<file path="src/rtl/trellis_phase_detector.sv">
// ---------------------------------------------------------------------------
// trellis_phase_detector
//
// Purpose:
//   Decision-directed carrier phase detector for derotated I/Q symbols.
//   Every on-time symbol yields pd = tI - tQ, where each term is the other
//   rail's sample with its sign flipped according to this rail's sign.
//   These per-symbol errors are summed over a window of 2^effExp symbols
//   (effExp = min(avgExp,4)). At the end of each window the scaled sum is
//   saturated to 8 bits and presented with a one-cycle strobe.
//
// Ports:
//   clk          in   1   system clock, rising-edge active
//   reset        in   1   asynchronous reset, active low
//   enable       in   1   detector run enable (quasi-static)
//   avgExp       in   3   log2 of the averaging window; 5..7 behave as 4
//   symEn        in   1   on-time symbol strobe (min spacing 2 clks)
//   iIn, qIn     in  18   derotated I/Q samples, two's complement
//   phaseError   out  8   signed averaged phase error, held between updates
//   symEn_phErr  out  1   one-clk strobe marking a new phaseError value
// ---------------------------------------------------------------------------
module trellis_phase_detector (
  input  logic        clk,
  input  logic        reset,
  input  logic        enable,
  input  logic [2:0]  avgExp,
  input  logic        symEn,
  input  logic [17:0] iIn,
  input  logic [17:0] qIn,
  output logic [7:0]  phaseError,
  output logic        symEn_phErr
);

  typedef enum logic [1:0] {
    IDLE  = 2'd0,
    ALIGN = 2'd1,
    RUN   = 2'd2
  } stateT;

  stateT              state_q, state_d;

  logic signed [19:0] pd_q, pd_d;
  logic               pdValid_q;
  logic signed [23:0] acc_q, acc_d;
  logic [4:0]         cnt_q, cnt_d;
  logic [2:0]         effExp_q, effExp_d;
  logic [7:0]         phErr_q, phErr_d;
  logic               strobe_q, strobe_d;

  // Sign-extended rails and their products with the opposite rail's sign.
  // Working at 19 bits lets -(-131072) become +131072 without wrapping.
  logic signed [18:0] iExt, qExt, tI, tQ;

  // Window bookkeeping and the end-of-window scaled result.
  logic [2:0]         clampedExp;
  logic [4:0]         windowLen;
  logic               lastSym;
  logic signed [23:0] accNext;
  logic signed [23:0] scaled;
  logic [3:0]         shiftAmt;

  // Per-symbol error term, combinational from the current sample.
  always_comb begin
    iExt = {iIn[17], iIn};
    qExt = {qIn[17], qIn};
    tI   = iIn[17] ? -qExt : qExt;
    tQ   = qIn[17] ? -iExt : iExt;
    pd_d = {tI[18], tI} - {tQ[18], tQ};
  end

  // Error pipeline stage: capture pd on every symbol strobe. Whether the
  // value is consumed is decided by the FSM; a dropped one is simply ignored.
  always_ff @(posedge clk or negedge reset) begin
    if (!reset) begin
      pd_q      <= '0;
      pdValid_q <= 1'b0;
    end else begin
      pdValid_q <= symEn;
      if (symEn) begin
        pd_q <= pd_d;
      end
    end
  end

  // Accumulator arithmetic. The shift is arithmetic, so negative sums round
  // toward minus infinity (e.g. -2048 >>> 11 = -1).
  always_comb begin
    clampedExp = (avgExp > 3'd4) ? 3'd4 : avgExp;
    windowLen  = 5'd1 << effExp_q;
    lastSym    = ((cnt_q + 5'd1) == windowLen);
    accNext    = acc_q + {{4{pd_q[19]}}, pd_q};
    shiftAmt   = {1'b0, effExp_q} + 4'd10;
    scaled     = accNext >>> shiftAmt;
  end

  // Next-state and datapath control. A window dump restarts the next window
  // on the same edge, so there is never an idle cycle between windows.
  always_comb begin
    state_d  = state_q;
    acc_d    = acc_q;
    cnt_d    = cnt_q;
    effExp_d = effExp_q;
    phErr_d  = phErr_q;
    strobe_d = 1'b0;

    unique case (state_q)
      IDLE: begin
        acc_d = '0;
        cnt_d = '0;
        if (enable) begin
          state_d = ALIGN;
        end
      end

      ALIGN: begin
        acc_d = '0;
        cnt_d = '0;
        if (!enable) begin
          state_d = IDLE;
        end else if (symEn) begin
          // This symbol's pd arrives next cycle and is the window's first.
          state_d  = RUN;
          effExp_d = clampedExp;
        end
      end

      RUN: begin
        if (!enable) begin
          state_d = IDLE;
          acc_d   = '0;
          cnt_d   = '0;
        end else if (pdValid_q) begin
          if (lastSym) begin
            acc_d    = '0;
            cnt_d    = '0;
            effExp_d = clampedExp;
            strobe_d = 1'b1;
            if (scaled > 24'sd127) begin
              phErr_d = 8'h7F;
            end else if (scaled < -24'sd128) begin
              phErr_d = 8'h80;
            end else begin
              phErr_d = scaled[7:0];
            end
          end else begin
            acc_d = accNext;
            cnt_d = cnt_q + 5'd1;
          end
        end
      end

      default: begin
        state_d = IDLE;
        acc_d   = '0;
        cnt_d   = '0;
      end
    endcase
  end

  // State and datapath registers.
  always_ff @(posedge clk or negedge reset) begin
    if (!reset) begin
      state_q  <= IDLE;
      acc_q    <= '0;
      cnt_q    <= '0;
      effExp_q <= '0;
      phErr_q  <= 8'h00;
      strobe_q <= 1'b0;
    end else begin
      state_q  <= state_d;
      acc_q    <= acc_d;
      cnt_q    <= cnt_d;
      effExp_q <= effExp_d;
      phErr_q  <= phErr_d;
      strobe_q <= strobe_d;
    end
  end

  assign phaseError  = phErr_q;
  assign symEn_phErr = strobe_q;

endmodule

</file>
<file path="config.mk">
export PLATFORM = sky130hd
export DESIGN_NAME = trellis_phase_detector
export DESIGN_NICKNAME = d
export VERILOG_FILES = /design/src/rtl/trellis_phase_detector.sv
export SDC_FILE = /design/constraint.sdc
export NUM_CORES = 1
export LEC_CHECK = 0
export CAP_MARGIN = 20
export CORE_MARGIN = 8
export CORE_UTILIZATION = 53
export DETAILED_ROUTE_END_ITERATION = 7
export PLACE_DENSITY_LB_ADDON = 0.1
export SLEW_MARGIN = 0
export SYNTH_ARGS = -nofsm -noshare
export SYNTH_HDL_FRONTEND = slang
export SYNTH_SLANG_ARGS = --single-unit
</file>
<file path="constraint.sdc">
create_clock -name clk -period 10.3 [get_ports clk]
set_input_delay 1.545 -clock clk [delete_from_list [all_inputs] [get_ports clk]]
set_output_delay 1.545 -clock clk [all_outputs]
set_load 0.05 [all_outputs]
</file>
Yosys cells after proc, flatten, opt, wreduce, memory -nomap -nowiden
Cells that the tools add are included.
{ "word_totals": {"reg_bits": 64, "in_bits": 43, "word_cells": 64} }
{ "op_classes": {"n_addsub": 6, "magnitude_cmp": 3, "eq_ne": 12, "shifts": 2, "mux": 28, "reduce_logical": 5} }
{ "ops": {"columns": ["operator", "count"], "rows": [
  ["24-bit two-way mux", 4],
  ["19-bit two-way mux", 2],
  ["18-bit negator with 19-bit output", 2],
  ["24-bit adder", 1],
  ["24-bit by 8-bit greater-than comparator with 1-bit output (second input constant)", 1],
  ["24-bit by 8-bit less-than comparator with 1-bit output (second input constant)", 1],
  ["24-bit by 4-bit >>> shifter with 24-bit output", 1],
  ["5-bit two-way mux", 4],
  ["19-bit by 19-bit subtractor with 20-bit output", 1],
  ["3-bit two-way mux", 6],
  ["8-bit two-way mux", 2],
  ["2-bit != test (second input constant)", 7],
  ["2-bit two-way mux", 4],
  ["3-bit != test (second input constant)", 2],
  ["2-bit case mux with 3 select lines", 1],
  ["3-bit case mux with 2 select lines", 1],
  ["6-bit AND reduction", 1],
  ["5-bit by 1-bit adder with 5-bit output (second input constant)", 1],
  ["5-bit == test", 1],
  ["1-bit by 3-bit << shifter with 5-bit output (first input constant)", 1],
  ["3-bit by 4-bit adder with 4-bit output (second input constant)", 1],
  ["1-bit two-way mux", 4],
  ["4-bit AND reduction", 1],
  ["3-bit greater-than comparator (second input constant)", 1],
  ["other kinds (5)", 5]
]} }

Logic depth before layout (Yosys ltp)
{ "logic_depth": {"ltp_word": 6, "ltp_mapped": 18, "mapped_depth_nobuf": 18} }

Worst setup path before layout
No wires, ideal clock.
{ "synth_path": {"path_kind": "input -> register", "start": "input qIn[17]", "end": "register pd_q[16]", "setup_ns": 0.096, "arrival_time_ns": 4.679, "required_ns": 10.204, "slack_ns": 5.525, "path_stages": 17, "path_buffers": 2, "path_cell_list": "clkbuf_1 -> clkbuf_1 -> nand2_1 -> o21ai_0 -> fa_1 -> nor2b_1 -> o21ai_0 -> a21boi_0 -> o21ai_0 -> a21boi_0 -> o21ai_0 -> a21oi_1 -> o41ai_1 -> o21ai_0 -> o21a_1 -> o21a_1 -> o31ai_1"} }
{ "synth_via": {"elab_chain_cells": 2} }
{ "synth_lines": {"columns": ["element", "line", "source"], "rows": [
  ["start: declaration", "29", "input logic [17:0] qIn,"],
  ["19-bit two-way mux", "67", "tQ = qIn[17] ? -iExt : iExt;"],
  ["19-bit by 19-bit subtractor with 20-bit output", "68", "pd_d = {tI[18], tI} - {tQ[18], tQ};"],
  ["end signal: assignment", "80", "pd_q <= pd_d;"],
  ["end: declaration", "42", "logic signed [19:0] pd_q, pd_d;"]
]} }
Every way passes these cells.
A chain may end at the register's enable or synchronous reset.

Worst setup path in the final report
{ "layout_path": {"start": "input iIn[17]", "end": "register pd_q[16]"} }
{ "layout_via": {"elab_chain_cells": 2} }
{ "layout_lines": {"columns": ["element", "line", "source"], "rows": [
  ["start: declaration", "28", "input logic [17:0] iIn,"],
  ["19-bit two-way mux", "66", "tI = iIn[17] ? -qExt : qExt;"],
  ["19-bit by 19-bit subtractor with 20-bit output", "68", null]
]} }
Every way passes these cells.

==> results.md <==
* Outcome: finished, final reports clean
* Count of final setup violators at 0
* DRC at 0
* Row cnt at 42
* Fraction of registers with async set/reset at between 90% and 100%
* Routed WL per cell at around 18 µm
* CP Launch Point: iIn[17]
* DIE AREA at 17120 µm²
* Die height at 130.8 µm
* DR vias at ~6400
* DPL Wire Length at about 14000 µm
* Initial antenna violation count at 0
* Endpoint class of the critical path: flop
* Total GRT Usage at 22.18%
* Tcrit/Tclk final at 54.17%
* Initial Utilization at 53.41%
* Max incr delay on CP at 0.95 ns
* Synth area leaders: dfrtp_1 23%, ha_1 8.2%, xnor2_1 5.1%, nand2_1 4.5%, o21ai_0 4.3%
* Seq pwr share at a little under a fifth
* Routed Antenna Nets at 0
* Worst setup path class: primary input to flop
* Reg2reg start: pd_q[0]
* Clk pwr share at 19.6%
* Leakage power at around 0.0032 µW
* Syn Area/Cell at about 8.5 µm²
* Combinational power share at 62.2%
* Critical-path top delay cell: clkdlybuf4s50_1
* Clock root cell: clkbuf_16
* Hold Startpoint: acc_q[7]
* Reg area at 1602 µm²
* CP Data Required Time at about 11 ns
* Yosys top cell area share at a little under a quarter
* Psw at ~870 µW
* Synthesis-to-finish area growth at 12.10%
* Fin Hold WS at roughly 0.5 ns
* Post-Syn Area at 6989 µm²
* Final wirelength at 18430 µm
* Via density at approximately 6.2
* Worst EP arrival at 5.81 ns
* Fraction of layout cells with a size suffix above 1 at 10.21%
* CP Cell Sequence: clkdlybuf4s50_1 > nand2b_1 > xnor2_1 > ha_1 > nor2b_1 > o21ai_0 > a21boi_0 > o21ai_0 > a21boi_0 > o21ai_0 > a21oi_1 > o41ai_1 > o21ai_0 > o21a_1 > o21a_1 > o31ai_1
* Starting DRT DRC Count at 410
* TritonCTS Buffers at 9
* CTS Hold Buffers Added at 0
* Min Clock Period, post-route at around 5.6 ns
* Slew margin rel. at between 20 and 30%
* Cell count after synthesis at 820
* CORE AREA at 13090 µm²
* Largest net degree at the start of global routing at 65
* Syn Nets at a little over 900
* Setup Skew at about 0.011 ns
* Final Hold Fails at 0
* Port Buffers at 51
* Sequential share of the synthesized area at 22.91%
* Power density over cell area at between 200 and 250 nW/µm²
* Filler cells at about 1200
* Synth Warn # at 0
* Total overflow reported by the global router at 0
* Seq cells post-synth at 64
* Highest clock rate at ~180 MHz
* Critical Path Start Type: primary input
* Top FF cell, synth: dfrtp_1
* Final setup TNS at 0 ns
* Area of the multi-input gates at approximately 5000 µm²
* Post-synth EDFFs at 0
* RSZ-0062 raised after global routing: false
* Die X at about 130 µm
* Switching portion of total power at around 46%
* Slew Limit Fails at 0
* Postcts setup bufs at 0
* Max-cap violations at 0
* VDD IR max at about 0.00012 V
* Synth cell count leaders: 84 x nand2_1, 64 x dfrtp_1, 62 x nor2_1, 60 x o21ai_0, 46 x ha_1
* Slew @ Worst Pin at about 1.1 ns
* Cell mode on critical path: o21ai_0
* Clk_lat worst skew at ~0.34 ns
* H-tree depth at 3
* Worst Hold Class: flop to flop
* Worst-path fanout max at 23
* Fin cells at slightly above 1000
* Synth area leader: dfrtp_1
* GPL Wtd Cong at 0.9113
* IO Count at 52
* Most common cell in the netlist: nand2_1
* Drt pass-1 iters at 5
* Pint at around 1000 µW
* Netlist cell types at 98
* Clock transition at the registers of the reported paths at about 0.050 ns
* Cells after DPL at between 1000 and 1500
* Post_cts resized at 0
* Vias in the first global route at about 6400
* Max clock buf depth at 2
* First-pass GRT wire length at roughly 31000 µm
* TritonCTS Sinks at 64
* N_diodes at 0
* TritonCTS clock tree: built
* # nets final at between 900 and 1000
==> area by class of cell <==
class | count | share of cell area [%]
Inverter | 25 | 1.198
Multi-Input combinational cell | 691 | 64.10
Clock buffer | 10 | 3.050
Tap cell | 176 | 2.811
Sequential cell | 64 | 20.44
Timing Repair Buffer | 56 | 6.931
Clock inverter | 6 | 1.469
==> cells in the final DEF, fill, tap and decap left out, drive strengths merged, types with 9 or more instances in the layout <==
cell,synthesis,routed
clkdlybuf4s50,0,50
nand2b,10,10
o31ai,16,16
nand4,9,9
a211oi,12,12
xnor2,41,41
a21o,14,14
nor2b,14,14
a31oi,9,9
clkbuf,29,10
mux2,20,20
or3,10,10
nor2,62,62
inv,24,25
o211ai,11,11
dfrtp,64,64
nor3,18,18
nand2,85,85
xor2,24,24
o21ai,67,67
a21oi,46,46
ha,46,46
nor4,9,9
nand3,20,20
mux2i,12,12
a22o,21,21
mux4,11,11
==> power by group through the flow <==
stage / clock network, µW / logic (µW) / registers [µW]
after floorplan: 0 / 879 / 385
after global placement: 0 / 1130 / 341
after detailed placement: 0 / 1140 / 343
after CTS: 371 / 1150 / 339
after global routing: 380 / 1270 / 347
final: 365 / 1160 / 339
==> flip-flops by register name, summed over array words and instances, names as in the netlist <==
signal	flops
symEn_phErr	1
pd_q	20
state_q	2
acc_q	24
phaseError	8
pdValid_q	1
cnt_q	5
effExp_q	3
==> worst max-delay path, delay by kind of cell <==
| family | cells | cell delay [ns] |
|---|---|---|
| buf+inv | 1 | 0.95 |
| xor+xnor | 1 | 0.17 |
| fa+ha+maj | 1 | 0.34 |
| simple gates | 2 | 0.28 |
| compound gates | 11 | 2.52 |
==> kinds of logic after synthesis <==
| family | count (synthesis) | synth area share, % |
|---|---|---|
| simple gates | 279 | 20.41 |
| compound gates | 256 | 25.60 |
| xor+xnor | 65 | 8.145 |
| buf+inv | 65 | 5.424 |
| flops | 64 | 22.91 |
| fa+ha+maj | 48 | 8.808 |
| mux | 43 | 8.700 |
==> through the flow <==
step	instance area, µm²	utilization [%]	worst slack [ns]	total power [µW]
after floorplan	6989	-	5.526	1264
after global placement	7481	57.17	4.516	1474
after detailed placement	7481	57.17	4.367	1484
after CTS	7835	59.88	4.707	1858
after global routing	7835	59.88	4.285	1993
final	7835	59.88	4.721	1864
==> final timing paths <==
path	end	slack, ns	cells past startpoint
max	pd_q[16]	4.72	16
min	acc_q[7]	0.50	1
max reg2reg	phaseError[3]	5.46	14
min reg2reg	acc_q[7]	0.50	1
max in group asynchronous	phaseError[4]	8.37	2
min in group asynchronous	acc_q[21]	1.35	2
==> layer usage <==
| metal | part of all wire [%] | vias up | GRT usage (%) |
|---|---|---|---|
| met5 | 0 | - | 0 |
| met4 | 2.0 | 0 | 7.427 |
| met3 | 4.8 | 31 | 3.003 |
| met2 | 48 | 212 | 38.89 |
| met1 | 45 | 3041 | 27.40 |
| li1 | - | 3139 | - |
Power figures use the tool's default switching activity.
